<file path="src/rtl/alu_pkg.sv">
// alu_pkg: shared constants for the execute-stage ALU.
//   WORD      default operand/result width
//   OP_WIDTH  default opcode width
//   OP_*      opcode encodings understood by alu
package alu_pkg;

  localparam int WORD     = 8;
  localparam int OP_WIDTH = 3;

  localparam int OP_SUM   = 0;
  localparam int OP_SUB   = 1;
  localparam int OP_AND   = 2;
  localparam int OP_OR    = 3;
  localparam int OP_XOR   = 4;
  localparam int OP_SHL   = 5;
  localparam int OP_SHR   = 6;
  localparam int OP_PASSB = 7;

endpackage

</file>
<file path="src/rtl/alu_flags_reg.sv">
// alu_flags_reg: two-bit status register holding zero/carry for later
// conditional instructions. Synchronous active-high reset wins over write.
//   i_clk       clock, rising edge
//   i_rst       synchronous reset, active high
//   i_we        capture i_zero/i_cf
//   i_zero      zero flag to capture
//   i_cf        carry flag to capture
//   o_zero_q    registered zero flag
//   o_cf_q      registered carry flag
module alu_flags_reg (
  input  logic i_clk,
  input  logic i_rst,
  input  logic i_we,
  input  logic i_zero,
  input  logic i_cf,
  output logic o_zero_q,
  output logic o_cf_q
);

  logic zero_q, zero_d;
  logic cf_q, cf_d;

  always_comb begin
    zero_d = zero_q;
    cf_d   = cf_q;
    if (i_we) begin
      zero_d = i_zero;
      cf_d   = i_cf;
    end
  end

  always_ff @(posedge i_clk) begin
    if (i_rst) begin
      zero_q <= 1'b0;
      cf_q   <= 1'b0;
    end else begin
      zero_q <= zero_d;
      cf_q   <= cf_d;
    end
  end

  assign o_zero_q = zero_q;
  assign o_cf_q   = cf_q;

endmodule

</file>
<file path="src/rtl/alu.sv">
// alu: combinational WIDTH-bit integer ALU with a registered flag file.
//   i_clk       clock, used only by the flag register
//   i_rst       synchronous active-high reset of the flag register
//   i_a, i_b    unsigned operands
//   i_opcode    operation select (see alu_pkg OP_*)
//   i_flags_we  latch current o_zero/o_cf into the flag register
//   o_result    combinational result
//   o_zero      combinational, 1 iff o_result == 0
//   o_cf        combinational carry/borrow
//   o_zero_q    registered zero flag
//   o_cf_q      registered carry flag
module alu
  import alu_pkg::*;
#(
  parameter int WIDTH    = WORD,
  parameter int OP_WIDTH = alu_pkg::OP_WIDTH
) (
  input  logic                i_clk,
  input  logic                i_rst,
  input  logic [WIDTH-1:0]    i_a,
  input  logic [WIDTH-1:0]    i_b,
  input  logic [OP_WIDTH-1:0] i_opcode,
  input  logic                i_flags_we,
  output logic [WIDTH-1:0]    o_result,
  output logic                o_zero,
  output logic                o_cf,
  output logic                o_zero_q,
  output logic                o_cf_q
);

  logic             sub;
  logic [WIDTH:0]   sum_nc;
  logic [WIDTH-1:0] arith;
  logic             arith_cf;

  assign sub = (i_opcode == OP_WIDTH'(OP_SUB));

  // One shared adder computes a + (b ^ sub) without carry-in. Its carry-out
  // gives the flag directly: for subtract, ~carry(a + ~b) is 1 iff a <= b.
  // The +1 that completes the two's complement is added to the low word only,
  // so the flag keeps that "borrow-or-equal" meaning.
  assign sum_nc   = {1'b0, i_a} + {1'b0, i_b ^ {WIDTH{sub}}};
  assign arith    = sum_nc[WIDTH-1:0] + {{(WIDTH-1){1'b0}}, sub};
  assign arith_cf = sum_nc[WIDTH] ^ sub;

  always_comb begin
    o_result = '0;
    o_cf     = 1'b0;
    case (i_opcode)
      OP_WIDTH'(OP_SUM),
      OP_WIDTH'(OP_SUB): begin
        o_result = arith;
        o_cf     = arith_cf;
      end
      OP_WIDTH'(OP_AND):   o_result = i_a & i_b;
      OP_WIDTH'(OP_OR):    o_result = i_a | i_b;
      OP_WIDTH'(OP_XOR):   o_result = i_a ^ i_b;
      OP_WIDTH'(OP_SHL): begin
        o_result = {i_a[WIDTH-2:0], 1'b0};
        o_cf     = i_a[WIDTH-1];
      end
      OP_WIDTH'(OP_SHR): begin
        o_result = {1'b0, i_a[WIDTH-1:1]};
        o_cf     = i_a[0];
      end
      OP_WIDTH'(OP_PASSB): o_result = i_b;
      default: begin
        o_result = '0;
        o_cf     = 1'b0;
      end
    endcase
  end

  assign o_zero = (o_result == '0);

  alu_flags_reg u_flags (
    .i_clk    (i_clk),
    .i_rst    (i_rst),
    .i_we     (i_flags_we),
    .i_zero   (o_zero),
    .i_cf     (o_cf),
    .o_zero_q (o_zero_q),
    .o_cf_q   (o_cf_q)
  );

endmodule

</file>
<file path="config.mk">
export PLATFORM = sky130hd
export DESIGN_NAME = alu
export DESIGN_NICKNAME = d
export VERILOG_FILES = /design/src/rtl/alu_pkg.sv /design/src/rtl/alu_flags_reg.sv /design/src/rtl/alu.sv
export SDC_FILE = /design/constraint.sdc
export NUM_CORES = 1
export LEC_CHECK = 0
export BUFFER_PORTS_ARGS = -buffer_cell sky130_fd_sc_hd__buf_2
export CORE_ASPECT_RATIO = 1.5
export CORE_MARGIN = 5
export CORE_UTILIZATION = 30
export CTS_BUF_LIST = sky130_fd_sc_hd__clkbuf_4
export CTS_CLUSTER_DIAMETER = 80
export DETAILED_ROUTE_END_ITERATION = 7
export PLACE_DENSITY_LB_ADDON = 0.1
export SETUP_SLACK_MARGIN = 0.3
export SYNTH_ARGS = -nofsm -noshare
export SYNTH_HDL_FRONTEND = slang
export SYNTH_SLANG_ARGS = --single-unit
export TNS_END_PERCENT = 50
</file>
<file path="constraint.sdc">
create_clock -name i_clk -period 4.4 [get_ports i_clk]
set_input_delay 0.22 -clock i_clk [delete_from_list [all_inputs] [get_ports i_clk]]
set_output_delay 0.22 -clock i_clk [all_outputs]
set_load 0.05 [all_outputs]
</file>
==> results.yml <==
route:
  vias: 1515
  ant_nets: 0
  drt_first_pass_iters: 4
  avgRoutedWirePerCell_um: 14.97
  wl_mm: 4.355
  vias_per_cell: 5.206
  first_iter_violations: 75
  drc: 0
power:
  internal_power_mw: 0.1499
  ir_worst_vdd_uv: 94.69
  leakagePower_nw: 0.8378
  clockPowerShare: 0.123
  p_comb_frac: 0.819
  p_seq_frac: 0.058
  power_switching_mw: 0.1836
  switching_share: 0.5505
  p_per_area_nw_per_um2: 191.8
critical_path:
  worst-setup-path-type: "input port to primary output"
  arrival_ns: 3.63
  cp-end-kind: "primary output"
  crit_fanout: 9
  crit_path_start_kind: "input port"
  required_ns: 4.18
cts:
  cts_max_level: 1
  cts_buffers: 3
  cts-resized-gates: 0
  cts_setup_buffers: 0
  cts_tree: "done"
  cts_buffer_depth: 2
  clk_root_buffer_cell: "clkbuf_4"
  cts_sinks: 2
  worstSkewPairLatency_ns: 0.23
  hold_buffers: 0
  cts.clk_slew.worst_paths_ns: 0.03
synth:
  syn-instance-count: 195
  ys_seq_area_frac: 0.02728
  syn_area_per_cell_um2: 7.526
  async_flop_share: 0
  synth.net_count: 244
  yosysTopAreaCellShare: 0.2217
  ys_types: 46
  synthesis.area_um2: 1468
  yosys-top-cells-area: "ha_1, xnor2_1, o21ai_0"
  yosysTopAreaCell: "ha_1"
  synth-main-ff-cell: "dfxtp_1"
  synth_warnings: 0
  yosysMostFrequentCell: "ha_1"
  yosys_register_bits: 2
  synth-edff-count: 0
  synth.top_cells.by_count: "ha_1, inv_1, o21ai_0, nor2_1"
floorplan:
  die_x_um: 67.11
  io_pins: 34
  num_rows: 31
  die_area_um2: 6420
  fp.dieH_um: 95.67
  core_area_um2: 4810
  start_util: 0.3052
sta:
  clock.fmax_mhz: 259.6
  slew_headroom: 0.6096
  period_share: 0.8753
  drv_slew: 0
  worst_pin_slew_ns: 0.5795
  hold_viol: 0
  fin_crit_ns: 3.851
  setup_tns_ns: 0
  postLayoutSetupSlackWorst_ns: 0.5486
  setup_viol: 0
  rsz0062_at_grt: "false"
  fin_skew_ns: 0
final_layout:
  syn2layout_area_growth_pct: 18.50
  stdcell_count: 291
  n_antenna_cell: 0
  final_nets: 276
  drive_gt1_frac: 0.2489
  n_fill_cell: 560
run_status:
  status: "finished, final reports clean"
placed_design:
  dp_hpwl_mm: 3.625
  place_congestion: 0.8316
  port_buffers: 33
  dp.cells: 288
  dp_slack_ns: 0.4899
flow_run:
  drv_cap: 0
grt:
  grt_max_degree: 34
  grt_pass1_wl_mm: 7.065
  grt_pass1_vias: 1507
  grtUsageTotal: 0.1427
  grt-ovfl-total: 0
  antenna_found_initial: 0
min_path:
  hold_path_class: "input port to flop"
==> stage by stage <==
step	hold slack, ns	total power, mW	instance area [um^2]	utilization
2_1_floorplan	0.2983	0.2268	1480	-
3_3_place_gp	0.4222	0.2951	1714	0.3564
3_5_place_dp	0.4224	0.2946	1714	0.3564
4_1_cts	0.1832	0.3380	1737	0.3611
5_1_grt	0.2050	0.3637	1739	0.3616
6_report	0.1870	0.3336	1739	0.3616
==> state kept, by name, indices dropped and copies added (netlist names) <==
register,flops
u_flags.o_zero_q,1
u_flags.o_cf_q,1
==> worst max-delay path, stage by stage <==
cell and delay (ns):
buf_2 0.11, nor3b_2 0.23, buf_4 0.23, xnor2_1 0.19
ha_1 0.30, a211oi_1 0.40, o21ai_0 0.34, or2_2 0.37
a211oi_1 0.25, nor2_1 0.10, or4_4 0.55, nor2_4 0.11
clkbuf_4 0.23
==> cells by family (layout without fill, tap and decap cells) <==
logic type | after synthesis | after routing | share of synthesized area
mux | 9 | 9 | 0.08695
flops | 2 | 2 | 0.02728
fa+ha+maj | 27 | 27 | 0.2353
buf+inv | 30 | 60 | 0.08440
compound gates | 55 | 55 | 0.2532
xor+xnor | 15 | 15 | 0.1049
simple gates | 57 | 57 | 0.2080
==> layout by cell type, fill, tap and decap left out, types with 2 or more instances in the layout <==
cell type   n
nand4_1     3
a21o_1      2
a21oi_1     9
a211o_1     4
o211ai_1    3
or2_2       4
nand3_1     7
or4_1       2
buf_4       4
xnor2_1    10
inv_1      20
dfxtp_1     2
buf_2      32
mux2i_1     6
nor3b_1     3
nor3_1      4
clkbuf_4    4
o31ai_1     2
a211oi_1    5
o22ai_1     3
ha_1       26
nand2b_1    3
xor2_1      3
nand2_1    10
mux4_2      3
o21ai_0    16
nor2_1     13
==> routing by layer <==
metal | GRT usage | wire length [um]
met3 | 0.01297 | 180
met4 | 0.03553 | 44
met2 | 0.2847 | 2375
met1 | 0.1542 | 1754
met5 | 0 | 0
==> cell type report <==
class                           instances  area [um^2]  area share
Clock buffer                            3        22.52     0.01295
Inverter                               20        75.07     0.04317
Multi-Input combinational cell        163         1321      0.7597
Sequential cell                         2        40.04     0.02302
Tap cell                               66        82.58     0.04748
Timing Repair Buffer                   37        197.7      0.1137
==> final timing paths <==
path	startpoint	end	slack (ns)	cells after the start
worst min-delay path	i_rst	u_flags.o_cf_q	0.19	2
worst max register to register	u_flags.o_cf_q	u_flags.o_cf_q	3.86	2
worst max-delay path	i_opcode[2]	o_zero	0.55	13
worst min register to register	u_flags.o_zero_q	u_flags.o_zero_q	0.46	2
==> power groups by stage <==
stage,registers [mW],logic [mW],clock network [mW]
global route,0.0194,0.301,0.0430
CTS,0.0193,0.276,0.0427
detailed placement,0.0195,0.275,0
global placement,0.0196,0.276,0
floorplan,0.0221,0.205,0
finish,0.0193,0.273,0.0412
Note: power is estimated with default switching activity, not from simulation.
